## src/rtl/apb_reg_bank.sv

```systemverilog
// apb_reg_bank
// APB slave exposing NUM_REGS DATA_W-bit control registers with byte-lane
// write strobes, a configurable number of access wait states, per-register
// read-only masking and error signalling for misaligned, out-of-range or
// read-only-write accesses.
//
// Ports
//   pclk      in   clock, all logic on the rising edge
//   preset    in   synchronous active-high reset
//   paddr     in   ADDR_W   byte address
//   psel      in   slave select
//   penable   in   access phase qualifier
//   pwrite    in   1 = write, 0 = read
//   pwdata    in   DATA_W   write data
//   pstrb     in   DATA_W/8 byte-lane write strobes
//   pready    out  transfer complete (registered, one cycle per transfer)
//   pslverr   out  transfer error, valid with pready (registered)
//   prdata    out  DATA_W   read data, zero whenever pready is low (registered)
//   reg_q     out  NUM_REGS*DATA_W register contents, reg i at [i*DATA_W +: DATA_W]
//   wr_pulse  out  NUM_REGS one-cycle pulse on bit i when reg i is written

module apb_reg_bank #(
  parameter int               NUM_REGS    = 8,
  parameter int               DATA_W      = 32,
  parameter int               ADDR_W      = 32,
  parameter int               WAIT_STATES = 1,
  parameter logic [255:0]     RO_MASK     = 256'h80,
  parameter logic [DATA_W-1:0] RESET_VAL  = '0
) (
  input  logic                       pclk,
  input  logic                       preset,
  input  logic [ADDR_W-1:0]          paddr,
  input  logic                       psel,
  input  logic                       penable,
  input  logic                       pwrite,
  input  logic [DATA_W-1:0]          pwdata,
  input  logic [DATA_W/8-1:0]        pstrb,
  output logic                       pready,
  output logic                       pslverr,
  output logic [DATA_W-1:0]          prdata,
  output logic [NUM_REGS*DATA_W-1:0] reg_q,
  output logic [NUM_REGS-1:0]        wr_pulse
);

  localparam int IDX_W  = $clog2(NUM_REGS);
  localparam int STRB_W = DATA_W / 8;

  typedef enum logic [1:0] {
    IDLE   = 2'd0,
    ACCESS = 2'd1,
    RESP   = 2'd2
  } state_t;

  state_t state_reg, state_next;

  // Latched transfer; setups arriving in ACCESS/RESP never overwrite these.
  logic [3:0]          cnt_reg, cnt_next;
  logic [ADDR_W-1:0]   addr_reg;
  logic                write_reg;
  logic [DATA_W-1:0]   wdata_reg;
  logic [STRB_W-1:0]   strb_reg;

  logic                pready_reg, pready_next;
  logic                pslverr_reg, pslverr_next;
  logic [DATA_W-1:0]   prdata_reg, prdata_next;
  logic [NUM_REGS-1:0] wr_pulse_reg, wr_pulse_next;

  logic [DATA_W-1:0]   reg_view [NUM_REGS];

  logic                setup;
  logic                do_access;
  logic [IDX_W-1:0]    idx;
  logic                addr_err;
  logic                ro_err;
  logic                xfer_err;

  assign setup     = psel && !penable;
  assign do_access = (state_reg == ACCESS) && psel && (cnt_reg == '0);

  // Decode of the latched address.
  assign idx      = addr_reg[IDX_W+1:2];
  assign addr_err = (addr_reg[1:0] != 2'b00) || ((addr_reg >> (IDX_W + 2)) != '0);
  assign ro_err   = write_reg && RO_MASK[idx];
  assign xfer_err = addr_err || ro_err;

  // State register
  always_ff @(posedge pclk) begin
    if (preset) begin
      state_reg <= IDLE;
    end else begin
      state_reg <= state_next;
    end
  end

  // Next-state logic
  always_comb begin
    state_next = state_reg;
    case (state_reg)
      IDLE: begin
        if (setup) begin
          state_next = ACCESS;
        end
      end
      ACCESS: begin
        if (!psel) begin
          state_next = IDLE;
        end else if (cnt_reg == '0) begin
          state_next = RESP;
        end
      end
      RESP: begin
        state_next = IDLE;
      end
      default: begin
        state_next = IDLE;
      end
    endcase
  end

  // Output / datapath next values. Everything defaults to zero so the
  // response outputs drop automatically in the cycle after pready.
  always_comb begin
    pready_next   = 1'b0;
    pslverr_next  = 1'b0;
    prdata_next   = '0;
    wr_pulse_next = '0;
    cnt_next      = cnt_reg;

    if ((state_reg == IDLE) && setup) begin
      cnt_next = 4'(WAIT_STATES);
    end else if ((state_reg == ACCESS) && psel && (cnt_reg != '0)) begin
      cnt_next = cnt_reg - 4'd1;
    end

    if (do_access) begin
      pready_next = 1'b1;
      if (xfer_err) begin
        pslverr_next = 1'b1;
      end else if (write_reg) begin
        wr_pulse_next[idx] = 1'b1;
      end else begin
        prdata_next = reg_view[idx];
      end
    end
  end

  // Datapath and response registers
  always_ff @(posedge pclk) begin
    if (preset) begin
      cnt_reg      <= '0;
      addr_reg     <= '0;
      write_reg    <= 1'b0;
      wdata_reg    <= '0;
      strb_reg     <= '0;
      pready_reg   <= 1'b0;
      pslverr_reg  <= 1'b0;
      prdata_reg   <= '0;
      wr_pulse_reg <= '0;
    end else begin
      cnt_reg      <= cnt_next;
      pready_reg   <= pready_next;
      pslverr_reg  <= pslverr_next;
      prdata_reg   <= prdata_next;
      wr_pulse_reg <= wr_pulse_next;
      if ((state_reg == IDLE) && setup) begin
        addr_reg  <= paddr;
        write_reg <= pwrite;
        wdata_reg <= pwdata;
        strb_reg  <= pstrb;
      end
    end
  end

  // Register storage. The write is committed on the RESP edge (wr_pulse is
  // high in the pready cycle), so reg_q changes one cycle after pready and a
  // reset arriving in RESP still cancels the update.
  for (genvar gi = 0; gi < NUM_REGS; gi++) begin : g_reg
    if (RO_MASK[gi]) begin : g_ro
      assign reg_view[gi] = RESET_VAL;
    end else begin : g_rw
      logic [DATA_W-1:0] val_reg;
      always_ff @(posedge pclk) begin
        if (preset) begin
          val_reg <= RESET_VAL;
        end else if ((state_reg == RESP) && wr_pulse_reg[gi]) begin
          for (int k = 0; k < STRB_W; k++) begin
            if (strb_reg[k]) begin
              val_reg[8*k +: 8] <= wdata_reg[8*k +: 8];
            end
          end
        end
      end
      assign reg_view[gi] = val_reg;
    end
    assign reg_q[gi*DATA_W +: DATA_W] = reg_view[gi];
  end

  assign pready   = pready_reg;
  assign pslverr  = pslverr_reg;
  assign prdata   = prdata_reg;
  assign wr_pulse = wr_pulse_reg;

endmodule

```

## config.mk

```make
export PLATFORM = sky130hd
export DESIGN_NAME = apb_reg_bank
export DESIGN_NICKNAME = d
export VERILOG_FILES = /design/src/rtl/apb_reg_bank.sv
export SDC_FILE = /design/constraint.sdc
export NUM_CORES = 1
export LEC_CHECK = 0
export CAP_MARGIN = 10
export CORE_MARGIN = 3
export CORE_UTILIZATION = 50
export CTS_BUF_LIST = sky130_fd_sc_hd__clkbuf_4
export CTS_CLUSTER_DIAMETER = 120
export DETAILED_ROUTE_END_ITERATION = 10
export HOLD_SLACK_MARGIN = 0.06
export PLACE_DENSITY = 0.83
export SETUP_SLACK_MARGIN = 0.15
export SLEW_MARGIN = 10
export SYNTH_ARGS = -nofsm -noshare
export SYNTH_HDL_FRONTEND = slang
export SYNTH_SLANG_ARGS = --single-unit
```

## constraint.sdc

```tcl
create_clock -name pclk -period 2.55 [get_ports pclk]
set_input_delay 0.3825 -clock pclk [delete_from_list [all_inputs] [get_ports pclk]]
set_output_delay 0.3825 -clock pclk [all_outputs]
set_load 0.05 [all_outputs]
```

Yosys cells after proc, flatten, opt, wreduce, memory -nomap -nowiden
Memories as Yosys holds them, arrays and structs flattened. A register that Yosys moved wholly into a read port is not among the register bits.
Index checks and enable logic that the tools add are counted.
Word-level totals
  bits in registers: 341
  memory bits (read-only): 8
  input bits: 73
  logic and storage cells: 124
  memories: 1
Memories
  (name not given): depth 8, width 1, rd ports 1, clocked after memory_dff 1, wr ports 0, line 83  | assign ro_err = write_reg && RO_MASK[idx];
Operators by class
  add/sub/neg operators: 1
  magnitude comparators: 4
  eq/ne operators: 4
  muxes and demuxes: 16
  bitwise operators: 3
  reduce and logical (&&, ||, !) cells: 56
Operators by type and width (count)
  $bmux 32 s3: 1
  $mux 32: 2
  $reduce_and 2->1: 29
  $reduce_bool 32->1: 1
  $logic_and 1x1->1: 14
  $lt 3x9->1 const B: 1
  $reduce_or 4->1: 2
  $mux 1: 6
  $mux 2: 3
  $mux 3: 2
  $ge 4x4->1 const B: 1
  $logic_not 4->1: 1
  $lt 3x4->1 const B: 1
  $not 3->4: 1
  $pmux 2 s2: 1
  $reduce_bool 2->1: 2
  $reduce_bool 4->1: 1
  $reduce_or 2->1: 2
  $sub 4x1->4 const B: 1
  $demux 1 s3: 1
  $ge 3x1->1 const B: 1
  $ne 3x3->1 const B: 1
  $eq 2x1->1 const B: 1
  $eq 2x2->1 const B: 1
  5 further kinds: 7

Logic depth before layout (Yosys ltp)
Gate-level depths: netlist (run 1).
  word-level depth: 5
  gate-level depth with buffers: 9
  depth with buffers taken out: 7

Worst setup path before layout (run 1)
OpenSTA, ideal clock, no wires.
  kind: reg2reg
  start point: register cnt_reg[0]
  end point: register prdata_reg[26], in the netlist prdata[26]
  setup time: 79 ps
  arrival: 2135 ps
  path slack: 336 ps
  cell stages (with the launch flop): 10
  buffers on the path: 3
  clock period less this slack: 2214 ps
  cell sequence: dfxtp_1 > inv_1 > ha_1 > or3b_4 > or3_1 > buf_6 > or4_4 > buf_6 > buf_8 > a211oi_2
Between the ends
  longest elaborated chain between the ends: 4
Ends and longest elaborated chain
  start, declared: line 57  | logic [3:0] cnt_reg, cnt_next;
  start signal, assigned: line 160  | cnt_reg <= cnt_next;
  $logic_not 4->1: line 78  | assign do_access = (state_reg == ACCESS) && psel && (cnt_reg == '0);
  $logic_and 1x1->1: line 78
  $not 1->1 (no source line)
  $reduce_or 4->1 (no source line)
  end signal, assigned: line 163  | prdata_reg <= prdata_next;
  end, declared: line 65  | logic [DATA_W-1:0] prdata_reg, prdata_next;
Every way passes these cells.
A chain may end at the register's enable or synchronous reset.

Final worst setup path (run 1)
  start point: register wr_pulse_reg[3], in the netlist wr_pulse[3]
  end point: output port wr_pulse[3]
RTL lines
  start, declared: line 66  | logic [NUM_REGS-1:0] wr_pulse_reg, wr_pulse_next;
  start signal, assigned: line 164  | wr_pulse_reg <= wr_pulse_next;
  end, declared: line 42  | output logic [NUM_REGS-1:0] wr_pulse
No word-level cell between the ends.

==> Flow_metrics.wiki, run 1 <==
{| class="wikitable"
! Metric !! Value
|-
| Worst-skew pair later-pin latency || between 0.7 and 0.8 ns
|-
| First-pass iteration count of the detailed router || 6
|-
| Area of all sequential standard cells || 6850 µm²
|-
| Count of nets after finishing || ~2100
|-
| Switch Pwr || 2.70 mW
|-
| Internal power || 7.94 mW
|-
| Crit. End Element || output pin
|-
| Worst Clk Skew || approximately 0.053 ns
|-
| Most frequent cells in the layout || sky130_fd_sc_hd__nand2_1, sky130_fd_sc_hd__dfxtp_1, sky130_fd_sc_hd__clkdlybuf4s50_1
|-
| Number of port buffers || 338
|-
| Startpoint of the most critical register-to-register path || cnt_reg[0]$_SDFFE_PP0P_
|-
| Non-filler cells, final || roughly 2500
|-
| Yosys cell types || 50
|-
| Slew margin rel. || 0.153
|-
| Flip-flop count of the largest register, all copies and words added || approximately 220
|-
| Largest driver fanout on the critical path || 3
|-
| Peak supply drop || between 0.4 and 0.5 mV
|-
| Setup WS pre-CTS || approximately 0.23 ns
|-
| Worst slew pin tran || approximately 1.3 ns
|-
| Clk slew on worst S/H paths || approximately 0.080 ns
|-
| Fraction of layout cells with a size suffix above 1 || 0.106
|-
| Horiz. Die Dim || ~170 µm
|-
| Number of top-level design ports || ~370
|-
| Maximum root-to-sink buffer count || 3
|-
| Combinational fraction of design power || 0.058
|-
| Buffers plus inverters on the worst setup path || 1
|-
| Num CTS Buffers || between 80 and 90
|-
| Max cap viols || 0
|-
| Reg power frac || 0.516
|-
| Fin Setup TNS || 0 ns
|-
| Class of the most critical hold timing path || input pin to register
|-
| Period utilisation layout || 0.918
|-
| Fraction of power spent switching nets || 0.254
|-
| Fin area || roughly 18000 µm²
|-
| Syn Inst Count || between 1500 and 2000
|-
| Post-DR wirelength/cell || between 15 and 20 µm
|-
| First-pass GRT wire length || between 70000 and 80000 µm
|-
| Final Hold Fails || 0
|-
| Cell at the root of the clock tree || sky130_fd_sc_hd__clkbuf_4
|-
| DP Wirelength || 33400 µm
|-
| Placeable core region || 26500 µm²
|-
| Largest net degree at the start of global routing || roughly 160
|-
| Area overhead of the layout relative to synthesis || 33.8%
|-
| Data required time of the worst path || between 2 and 2.5 ns
|-
| Count of clock tree sinks || between 300 and 400
|-
| Finished Core Util || 0.691
|-
| Critical path's top delay family || buffers and inverters
|-
| Cell at the slowest stage of the critical path || sky130_fd_sc_hd__clkdlybuf4s50_1
|-
| Top_reg_cell synth || sky130_fd_sc_hd__dfxtp_1
|-
| Number of max-slew violations in the final report || 0
|-
| Crit. Startpoint || wr_pulse[3]$_SDFF_PP0_
|-
| Portion of the post-synthesis area used by sequential elements || 0.501
|-
| Number of antenna-violating nets in the routed design || 0
|-
| Via count of the first global-routing pass || ~13000
|-
| Setup-failing EPs final || 0
|-
| RePlAce Congestion || a little over 0.9
|-
| Power Density || between 500 and 600 nW/µm²
|-
| Dpl cells || roughly 2300
|-
| Clock tree from TritonCTS || done
|-
| Placed standard-cell area || ~17000 µm²
|-
| Number of warnings printed during yosys synthesis || 0
|-
| Worst endpoint data arrival time || around 2 ns
|-
| Achievable Freq || approximately 430 MHz
|-
| Worst-path cell chain || clkdlybuf4s50_1
|-
| Area of the die || around 29000 µm²
|-
| Number of flops mapped to enable cells by yosys || 0
|-
| Standby leakage power || slightly above 6 nW
|-
| Final min period || ~2.3 ns
|-
| Clock H-tree levels || 3
|-
| Critical path startpoint category || register
|-
| Synthesized area divided by synthesized cell count || between 7 and 8 µm²
|-
| Register bit count reported by yosys || 342
|-
| Detailed Route Iter0 Violations || about 1700
|-
| Number of antenna violations at the first check in global routing || 2
|-
| Mapped Area || between 10000 and 15000 µm²
|-
| Sum of routed wire length over all layers || between 40000 and 50000 µm
|-
| Die boundary height || around 170 µm
|-
| Filler Cell Count || between 2000 and 2500
|-
| Final critical-path setup slack || 0.209 ns
|-
| Global router's overall resource usage || 0.317
|-
| Initial Util || 0.516
|-
| Multi-input gate area in the final layout || slightly above 6000 µm²
|-
| Most frequent standard cell in the layout excluding fill and tap cells || sky130_fd_sc_hd__nand2_1
|-
| Remaining Overflow, GRT || 0
|-
| Residual DRC count || 0
|-
| Via total after detailed routing || 14000
|-
| Hold path start || preset
|-
| Result of the run || completed
|-
| Clock group share of total power || 0.425
|-
| Via-to-Cell Ratio || between 5 and 6
|-
| Setup repair after global routing missed its margin || no
|-
| Number of standard-cell rows in the floorplan || 59
|-
| Share of synthesized flip-flops with an asynchronous set or reset || 0
|-
| CP peak stage delay || ~0.89 ns
|-
| Startpoint-to-endpoint class of the critical path || register to output pin
|}
## per-stage QoR
| step | hold slack (ns) | power, mW |
|---|---|---|
| final | 0.163 | 10.6 |
| after global routing | 0.138 | 11.0 |
| after CTS | 0.109 | 10.7 |
| after detailed placement | 0.448 | 6.23 |
| after global placement | 0.441 | 6.21 |
| after floorplan | 0.436 | 6.01 |
## cells by family (layout without fill, tap and decap cells)
kind of cell             after synthesis  count (layout)  synth area share
AO/OA/AOI/OAI                        388             388             0.167
XOR/XNOR                               3               3           0.00192
adder cells (fa/ha/maj)                1               1          0.000915
buffers and inverters                161             531            0.0568
flip-flops                           342             342             0.501
multiplexers                          46              46            0.0465
other                                  1              33          0.000274
AND/OR/NAND/NOR                      775             775             0.226
## power groups by stage
stage / Sequential, mW / Clock, mW / Combinational (mW)
2_1_floorplan: 5.54 / 0 / 0.473
3_3_place_gp: 5.61 / 0 / 0.604
3_5_place_dp: 5.61 / 0 / 0.614
4_1_cts: 5.49 / 4.58 / 0.615
5_1_grt: 5.50 / 4.89 / 0.663
6_report: 5.49 / 4.53 / 0.622
## metal layers
metal,vias up,GRT usage,wire length (µm),part of all wire
met1,6459,0.393,18000,0.37
met2,978,0.509,22800,0.47
met3,161,0.0809,5680,0.12
met5,-,0,20,0.00041
met4,2,0.172,2320,0.048
li1,6404,-,-,-
## layout make-up
type                    instances  area share
flip-flops and latches        342       0.374
inverters                       5     0.00103
repair buffers                374       0.205
well taps                     335      0.0229
diodes                          1    0.000137
clock inverters                36      0.0114
clock buffers                 116      0.0476
multi-input cells            1245       0.338
## synthesized netlist by cell type, types with 2 or more instances
library cell,count,area [µm²]
sky130_fd_sc_hd__o221a_2,11,124
sky130_fd_sc_hd__a21oi_1,305,1530
sky130_fd_sc_hd__nand2_1,629,2360
sky130_fd_sc_hd__nand4_1,4,25.0
sky130_fd_sc_hd__buf_4,32,240
sky130_fd_sc_hd__a22o_1,2,17.5
sky130_fd_sc_hd__nand2b_1,9,56.3
sky130_fd_sc_hd__a31oi_1,2,12.5
sky130_fd_sc_hd__buf_6,5,56.3
sky130_fd_sc_hd__and2_1,6,37.5
sky130_fd_sc_hd__a211oi_2,6,75.1
sky130_fd_sc_hd__nor2_1,71,267
sky130_fd_sc_hd__o22a_1,7,61.3
sky130_fd_sc_hd__a21oi_2,2,17.5
sky130_fd_sc_hd__mux2_2,20,225
sky130_fd_sc_hd__buf_1,45,169
sky130_fd_sc_hd__mux2i_1,14,140
sky130_fd_sc_hd__clkbuf_1,70,263
sky130_fd_sc_hd__buf_2,3,15.0
sky130_fd_sc_hd__dfxtp_1,342,6850
sky130_fd_sc_hd__nor2b_1,13,81.3
sky130_fd_sc_hd__a221oi_1,14,123
sky130_fd_sc_hd__nand3_1,13,65.1
sky130_fd_sc_hd__and3_1,2,12.5
sky130_fd_sc_hd__or2_2,2,12.5
sky130_fd_sc_hd__inv_1,4,15.0
sky130_fd_sc_hd__a22oi_1,18,135
sky130_fd_sc_hd__xor2_1,2,17.5
sky130_fd_sc_hd__a211oi_1,3,22.5
sky130_fd_sc_hd__o2bb2ai_1,4,35.0
sky130_fd_sc_hd__o21ai_0,2,10.0
sky130_fd_sc_hd__nor4_1,12,75.1
sky130_fd_sc_hd__nor3_1,5,25.0
sky130_fd_sc_hd__mux4_2,12,270
sky130_fd_sc_hd__a222oi_1,11,110
## what timing repair did
| action | in CTS | in global routing |
|---|---|---|
| hold buffers | 0 | 0 |
| buffers inserted | 0 | 0 |
| setup endpoints to repair | 1 | 7 |
| gates resized for setup | 1 | 7 |
| cloned | 0 | 0 |
## worst paths after layout
| kind | to | slack [ns] | cells after the start |
|---|---|---|---|
| setup / recovery | wr_pulse[3] | 0.21 | 1 |
| hold / removal | pready$_SDFF_PP0_ | 0.16 | 4 |
| setup reg to reg | prdata[4]$_SDFF_PP0_ | 0.32 | 7 |
| hold reg to reg | addr_reg[1]$_SDFFE_PP0N_ | 0.46 | 2 |
Power figures use the tool's default switching activity.
==> inputs of run 2 (changes only) <==
--- a/config.mk
+++ b/config.mk
@@ -7,12 +7,13 @@
 export LEC_CHECK = 0
 export CAP_MARGIN = 10
 export CORE_MARGIN = 3
-export CORE_UTILIZATION = 50
+export CORE_UTILIZATION = 45
 export CTS_BUF_LIST = sky130_fd_sc_hd__clkbuf_4
 export CTS_CLUSTER_DIAMETER = 120
 export DETAILED_ROUTE_END_ITERATION = 10
 export HOLD_SLACK_MARGIN = 0.06
-export PLACE_DENSITY = 0.83
+export MAX_ROUTING_LAYER = met4
+export PLACE_DENSITY = 0.76
 export SETUP_SLACK_MARGIN = 0.15
 export SLEW_MARGIN = 10
 export SYNTH_ARGS = -nofsm -noshare
==> run 2 against run 1 <==
- non-clock buffer count is 9 higher
- fmax decreased by 0.45%
- via count is 1.6% lower
- die area increased by 11%
- register-to-register slack worse by 0.10 ns
- critical endpoint is now reg_q[35]
- largest cell class unchanged
==> Flow_metrics.wiki, run 2 (synthesized netlist as in run 1, its figures left out) <==
{| class="wikitable"
! Metric !! Value
|-
| Result of the run || completed
|-
| Number of top-level design ports || 371 (unchanged)
|-
| Most frequent cells in the layout || sky130_fd_sc_hd__nand2_1, sky130_fd_sc_hd__dfxtp_1, sky130_fd_sc_hd__clkdlybuf4s50_1
|-
| Startpoint-to-endpoint class of the critical path || register to output pin
|-
| Clock H-tree levels || 3 (unchanged)
|-
| Final critical-path setup slack || 0.198 ns (-0.0106 ns)
|-
| Standby leakage power || 6.21 nW (about the same)
|-
| Fin Setup TNS || 0 ns (unchanged)
|-
| Buffers plus inverters on the worst setup path || 1 (unchanged)
|-
| Final min period || 2.35 ns (+0.0106 ns)
|-
| Fraction of layout cells with a size suffix above 1 || 0.117 (+0.0104)
|-
| Worst slew pin tran || 1.22 ns (-0.0429 ns)
|-
| Filler Cell Count || 2643 (+27%)
|-
| Post-Route Hold Slack || 0.220 ns (+0.0577 ns)
|-
| Area of the die || 32500 µm² (+11%)
|-
| Most frequent standard cell in the layout excluding fill and tap cells || sky130_fd_sc_hd__nand2_1
|-
| Number of standard-cell rows in the floorplan || 63 (+6.8%)
|-
| DP Wirelength || 34600 µm (+3.5%)
|-
| Flip-flop count of the largest register, all copies and words added || 224 (unchanged)
|-
| Count of nets after finishing || 2139 (+0.56%)
|-
| Dpl cells || 2363 (+2.7%)
|-
| RePlAce Congestion || 0.918 (+1.4%)
|-
| Detailed Route Iter0 Violations || 1483 (-11%)
|-
| Critical path startpoint category || register
|-
| Class of the most critical hold timing path || input pin to register
|-
| Power Density || 580 nW/µm² (-0.19%)
|-
| Number of port buffers || 338 (unchanged)
|-
| Via count of the first global-routing pass || 12900 (-3.0%)
|-
| Cell at the root of the clock tree || sky130_fd_sc_hd__clkbuf_4
|-
| Clock group share of total power || 0.426 (about the same)
|-
| Clk slew on worst S/H paths || 0.07 ns (about the same)
|-
| Num CTS Buffers || 87 (+2.4%)
|-
| Post-DR wirelength/cell || 20.0 µm (+0.64%)
|-
| Sum of routed wire length over all layers || 50200 µm (+2.9%)
|-
| Worst-skew pair later-pin latency || 0.71 ns (about the same)
|-
| Worst Clk Skew || 0.0597 ns (+0.00712 ns)
|-
| Internal power || 8.04 mW (+1.2%)
|-
| CP peak stage delay || 0.85 ns (-0.04 ns)
|-
| Initial Util || 0.459 (-0.0571)
|-
| Number of max-slew violations in the final report || 0 (unchanged)
|-
| Maximum root-to-sink buffer count || 3 (unchanged)
|-
| Period utilisation layout || 0.922 (+0.00416)
|-
| Die boundary height || 180 µm (+5.2%)
|-
| Fraction of power spent switching nets || 0.249 (-0.00499)
|-
| Global router's overall resource usage || 0.297 (-0.0202)
|-
| Via total after detailed routing || 13800 (-1.6%)
|-
| Worst endpoint data arrival time || 1.97 ns (about the same)
|-
| Largest net degree at the start of global routing || 161 (+2.5%)
|-
| Crit. End Element || output pin
|-
| Slew margin rel. || 0.183 (+0.0300)
|-
| Non-filler cells, final || 2510 (+2.3%)
|-
| Number of antenna-violating nets in the routed design || 0 (unchanged)
|-
| Worst reg-to-reg setup slack || 0.22 ns (-0.10 ns)
|-
| First-pass GRT wire length || 74100 µm (+2.6%)
|-
| First-pass iteration count of the detailed router || 8 (+2)
|-
| Clock tree from TritonCTS || done
|-
| Setup repair after global routing missed its margin || yes
|-
| Critical path's top delay family || buffers and inverters
|-
| Setup WS pre-CTS || 0.135 ns (-0.0965 ns)
|-
| Residual DRC count || 0 (unchanged)
|-
| Achievable Freq || 425 MHz (-0.45%)
|-
| Placeable core region || 29800 µm² (+12%)
|-
| Setup-failing EPs final || 0 (unchanged)
|-
| Horiz. Die Dim || 180 µm (+5.2%)
|-
| Remaining Overflow, GRT || 0 (unchanged)
|-
| Via-to-Cell Ratio || 5.49 (-3.8%)
|-
| Data required time of the worst path || 2.17 ns (about the same)
|-
| Number of antenna violations at the first check in global routing || 2 (unchanged)
|-
| Count of clock tree sinks || 342 (unchanged)
|-
| Largest driver fanout on the critical path || 3 (unchanged)
|-
| Worst-path cell chain || clkdlybuf4s50_1
|-
| Reg power frac || 0.513 (-0.003)
|-
| Peak supply drop || 0.357 mV (-23%)
|-
| Final Hold Fails || 0 (unchanged)
|-
| Area overhead of the layout relative to synthesis || 34.8%
|-
| Max cap viols || 0 (unchanged)
|-
| Combinational fraction of design power || 0.061 (+0.003)
|-
| Switch Pwr || 2.66 mW (-1.5%)
|-
| Cell at the slowest stage of the critical path || sky130_fd_sc_hd__clkdlybuf4s50_1
|}
==> run 2: cell count changes in the layout (fill, tap and decap cells not counted), moves of 3 or more <==
cell,delta
sky130_fd_sc_hd__clkdlybuf4s50_1,+3
sky130_fd_sc_hd__clkinv_4,-3
sky130_fd_sc_hd__buf_4,+9
sky130_fd_sc_hd__clkinv_1,-21
sky130_fd_sc_hd__clkbuf_4,+15
==> run 2: what timing repair did <==
action | in CTS | in global routing
hold endpoints to repair | 0 | 0
hold buffers | 0 | 0
endpoints found under the setup margin | 0 | 12
gates resized for setup | 0 | 8
setup buffers | 0 | 2
==> run 2: power groups by stage <==
stage                     clock [mW]  combinational [mW]  sequential [mW]
after detailed placement           0               0.630             5.60
after floorplan                    0               0.473             5.54
after global placement             0               0.622             5.60
after global routing            4.90               0.692             5.49
final                           4.56               0.650             5.49
after CTS                       4.64               0.631             5.48
==> run 2: final cells by class <==
type | count | area, µm² | share of cell area
multi-input cells | 1246 | 6200 | 0.336
inverters | 5 | 18.8 | 0.00102
diodes | 2 | 5.00 | 0.000272
flip-flops and latches | 342 | 6850 | 0.372
clock buffers | 131 | 983 | 0.0534
well taps | 390 | 488 | 0.0265
clock inverters | 11 | 80.1 | 0.00434
repair buffers | 383 | 3800 | 0.206
==> run 2: worst paths after layout <==
kind | startpoint | endpoint | cells past startpoint
setup / recovery | g_reg[1].g_rw.val_reg[3]$_SDFFE_PP0P_ | reg_q[35] | 1
hold / removal | paddr[7] | addr_reg[7]$_SDFFE_PP0N_ | 3
setup reg to reg | cnt_reg[0]$_SDFFE_PP0P_ | prdata[6]$_SDFF_PP0_ | 7
hold reg to reg | addr_reg[1]$_SDFFE_PP0N_ | addr_reg[1]$_SDFFE_PP0N_ | 2
==> run 2: per-layer routing <==
layer | share of wire | track usage | wire length (µm) | vias up
li1 | - | - | - | 6431
met1 | 0.40 | 0.369 | 20000 | 6456
met2 | 0.46 | 0.458 | 23100 | 776
met3 | 0.11 | 0.0856 | 5420 | 112
met4 | 0.035 | 0.119 | 1750 | 0
met5 | 0 | - | 0 | -
==> run 2: stage by stage <==
stage                     utilization  power, mW  cell area (µm²)
after global routing            0.619       11.1            18400
after floorplan                     -       6.01            13800
after global placement          0.581       6.23            17300
final                           0.619       10.7            18400
after detailed placement        0.581       6.24            17300
after CTS                       0.616       10.8            18400
==> inputs of run 3 (changes only) <==
--- a/config.mk
+++ b/config.mk
@@ -6,6 +6,7 @@
 export NUM_CORES = 1
 export LEC_CHECK = 0
 export CAP_MARGIN = 10
+export CORE_ASPECT_RATIO = 2
 export CORE_MARGIN = 3
 export CORE_UTILIZATION = 45
 export CTS_BUF_LIST = sky130_fd_sc_hd__clkbuf_4
==> run 3 against run 2 <==
- design area fell by 0.66%
- routed wire length rose by 2.7%
- combinational power barely moved
- non-clock buffer count fell by 3
- die area rose by 0.39%
- flip-flop and latch count did not move
- via count rose by 0.91%
- largest power group unchanged
- register-to-register slack barely moved
- first-iteration DRC count fell by 2.6%
- sequential share of layout area rose by 0.25 points
- critical endpoint is now reg_q[16]
- critical path depth did not move
- worst setup slack got worse by 0.019 ns
==> Flow_metrics.wiki, run 3 (synthesized netlist as in run 1, its figures left out) <==
{| class="wikitable"
! Metric !! Value
|-
| Hold path start || paddr[18]
|-
| Peak supply drop || 0.466 mV (+31%)
|-
| Setup repair after global routing missed its margin || no
|-
| Top layer reached by signal wires || met4
|-
| Number of max-slew violations in the final report || 0 (unchanged)
|-
| Via total after detailed routing || 13900 (+0.91%)
|-
| Remaining Overflow, GRT || 0 (unchanged)
|-
| Class of the most critical hold timing path || input pin to register
|-
| Most frequent cells in the layout || sky130_fd_sc_hd__nand2_1, sky130_fd_sc_hd__dfxtp_1, sky130_fd_sc_hd__a21oi_1
|-
| Buffers plus inverters on the worst setup path || 1 (unchanged)
|-
| Reg-to-reg critical path endpoint || prdata[26]$_SDFF_PP0_
|-
| Worst slew pin tran || 1.34 ns (+0.116 ns)
|-
| First-pass GRT wire length || 75000 µm (+1.3%)
|-
| Flip-flop count of the largest register, all copies and words added || 224 (unchanged)
|-
| Crit. End Element || output pin
|-
| Worst-path cell chain || clkdlybuf4s50_1
|-
| Area of all sequential standard cells || 6850 µm² (unchanged)
|-
| Cell at the slowest stage of the critical path || sky130_fd_sc_hd__clkdlybuf4s50_1
|-
| First-pass iteration count of the detailed router || 7 (-1)
|-
| Final Hold Fails || 0 (unchanged)
|-
| Count of nets after finishing || 2126 (-0.61%)
|-
| Clock H-tree levels || 3 (unchanged)
|-
| Clk slew on worst S/H paths || 0.07 ns (about the same)
|-
| Critical path's top delay family || buffers and inverters
|-
| Area of the die || 32600 µm² (+0.39%)
|-
| Achievable Freq || 422 MHz (-0.79%)
|-
| Via-to-Cell Ratio || 5.63 (+2.6%)
|-
| Largest driver fanout on the critical path || 3 (unchanged)
|-
| Post-DR wirelength/cell || 20.9 µm (+4.4%)
|-
| Routed length on met1 || 17100 µm (-15%)
|-
| Via count of the first global-routing pass || 13200 (+2.6%)
|-
| Dpl cells || 2335 (-1.2%)
|-
| Startpoint-to-endpoint class of the critical path || register to output pin
|-
| Setup WS pre-CTS || 0.135 ns (-0.000455 ns)
|-
| Most frequent standard cell in the layout excluding fill and tap cells || sky130_fd_sc_hd__nand2_1
|-
| Horiz. Die Dim || 129 µm (-28%)
|-
| Residual DRC count || 0 (unchanged)
|-
| Fraction of layout cells with a size suffix above 1 || 0.108 (-0.00815)
|-
| Slew margin rel. || 0.106 (-0.0773)
|-
| Number of top-level design ports || 371 (unchanged)
|-
| Final min period || 2.37 ns (+0.0188 ns)
|-
| Largest net degree at the start of global routing || 160 (-0.62%)
|-
| Count of clock tree sinks || 342 (unchanged)
|-
| Filler Cell Count || 2654 (+0.42%)
|-
| Non-filler cells, final || 2469 (-1.6%)
|-
| Max cap viols || 0 (unchanged)
|-
| Num CTS Buffers || 78 (-10%)
|-
| Met2 wirelength from detailed routing || 25800 µm (+12%)
|-
| Number of antenna violations at the first check in global routing || 2 (unchanged)
|-
| RePlAce Congestion || 0.916 (-0.22%)
|-
| Cell at the root of the clock tree || sky130_fd_sc_hd__clkbuf_4
|-
| Worst reg-to-reg setup slack || 0.22 ns (about the same)
|-
| Initial Util || 0.460 (+0.000985)
|-
| Worst endpoint data arrival time || 1.99 ns (+0.02 ns)
|-
| Standby leakage power || 7.90 nW (+27%)
|-
| Clock tree from TritonCTS || done
|-
| Number of antenna-violating nets in the routed design || 0 (unchanged)
|-
| Critical path startpoint category || register
|-
| Finished Core Util || 0.616 (-0.00275)
|-
| Number of standard-cell rows in the floorplan || 89 (+41%)
|-
| Global router's overall resource usage || 0.312 (+0.0147)
|-
| Worst-skew pair later-pin latency || 0.80 ns (+0.09 ns)
|-
| DP Wirelength || 36000 µm (+4.2%)
|-
| Data required time of the worst path || 2.17 ns (about the same)
|-
| Fin Setup TNS || 0 ns (unchanged)
|-
| Number of port buffers || 338 (unchanged)
|-
| Final critical-path setup slack || 0.179 ns (-0.0188 ns)
|-
| Maximum root-to-sink buffer count || 3 (unchanged)
|-
| Power after layout || 10.3 mW (-3.8%)
|-
| Startpoint of the most critical register-to-register path || cnt_reg[0]$_SDFFE_PP0P_
|-
| Power Density || 562 nW/µm² (-3.1%)
|-
| Area overhead of the layout relative to synthesis || 33.9%
|-
| Detailed Route Iter0 Violations || 1445 (-2.6%)
|-
| Period utilisation layout || 0.930 (+0.00738)
|-
| Number of post-CTS setup repair buffers || 0 (unchanged)
|-
| Result of the run || completed
|-
| Met3 Routed Length || 4540 µm (-16%)
|-
| Count of cells along the worst hold path || 3 (unchanged)
|-
| Placeable core region || 29700 µm² (-0.21%)
|-
| WHS Endpoint || addr_reg[18]$_SDFFE_PP0N_
|-
| Setup-failing EPs final || 0 (unchanged)
|-
| Worst Clk Skew || 0.0368 ns (-0.0229 ns)
|-
| Multi-input gate area in the final layout || 6190 µm² (-0.20%)
|-
| CP peak stage delay || 0.83 ns (-0.02 ns)
|-
| Sum of routed wire length over all layers || 51600 µm (+2.7%)
|-
| Worst R2R Path Depth || 7 (unchanged)
|-
| Die boundary height || 253 µm (+40%)
|}
run 3: cell types whose count changed in the layout (fill, tap and decap cells not counted), sizes merged, moves of 2 or more:
cell	before	now
dlymetal6s2s	5	78
buf	45	41
dlygate4sd2	0	82
clkdlybuf4s50	332	177
inv	4	8
clkbuf	132	118
clkinvlp	2	0
run 3: layout make-up:
class	count	area share
inverters	5	0.00103
flip-flops and latches	342	0.374
clock inverters	13	0.00273
diodes	3	0.000410
multi-input cells	1245	0.338
clock buffers	117	0.0480
repair buffers	380	0.211
well taps	364	0.0249
run 3: report_power, final:
group          switching, mW  internal (mW)  leakage, nW
Combinational          0.430          0.217         4.56
Sequential            0.0855           5.39         2.76
Clock                   2.09           2.08        0.572
run 3: worst max-delay path by stage:
stage	start	endpoint	slack (ns)	cells past startpoint
after floorplan	cnt_reg[0]$_SDFFE_PP0P_	prdata[26]$_SDFF_PP0_	0.34	9
after global placement	psel	prdata[27]$_SDFF_PP0_	0.22	6
after detailed placement	psel	prdata[26]$_SDFF_PP0_	0.13	6
after CTS	g_reg[3].g_rw.val_reg[28]$_SDFFE_PP0P_	reg_q[124]	0.15	1
after global routing	g_reg[5].g_rw.val_reg[17]$_SDFFE_PP0P_	reg_q[177]	0.15	1
final	g_reg[0].g_rw.val_reg[16]$_SDFFE_PP0P_	reg_q[16]	0.18	1
run 3: tightest hold or removal path: stages:
cell and delay, ns:
sky130_fd_sc_hd__clkdlybuf4s50_1 0.39, sky130_fd_sc_hd__nand2_1 0.05, sky130_fd_sc_hd__a21oi_1 0.05
run 3: metrics by stage:
step	hold WS (ns)	area, µm²
6_report	0.135	18300
5_1_grt	0.108	18300
4_1_cts	0.105	18100
3_5_place_dp	0.448	17300
3_3_place_gp	0.443	17300
2_1_floorplan	0.436	13800
run 3: what timing repair did:
action	4_1_cts	5_1_grt
endpoints found under the hold margin	1	0
hold buffers	1	0
gates resized for setup	82	78
endpoints found under the setup margin	82	78
run 3: layer usage:
metal | up-vias | GRT usage
li1 | 6413 | -
met1 | 6371 | 0.311
met2 | 853 | 0.520
met3 | 263 | 0.0861
met4 | 0 | 0.212
met5 | - | -
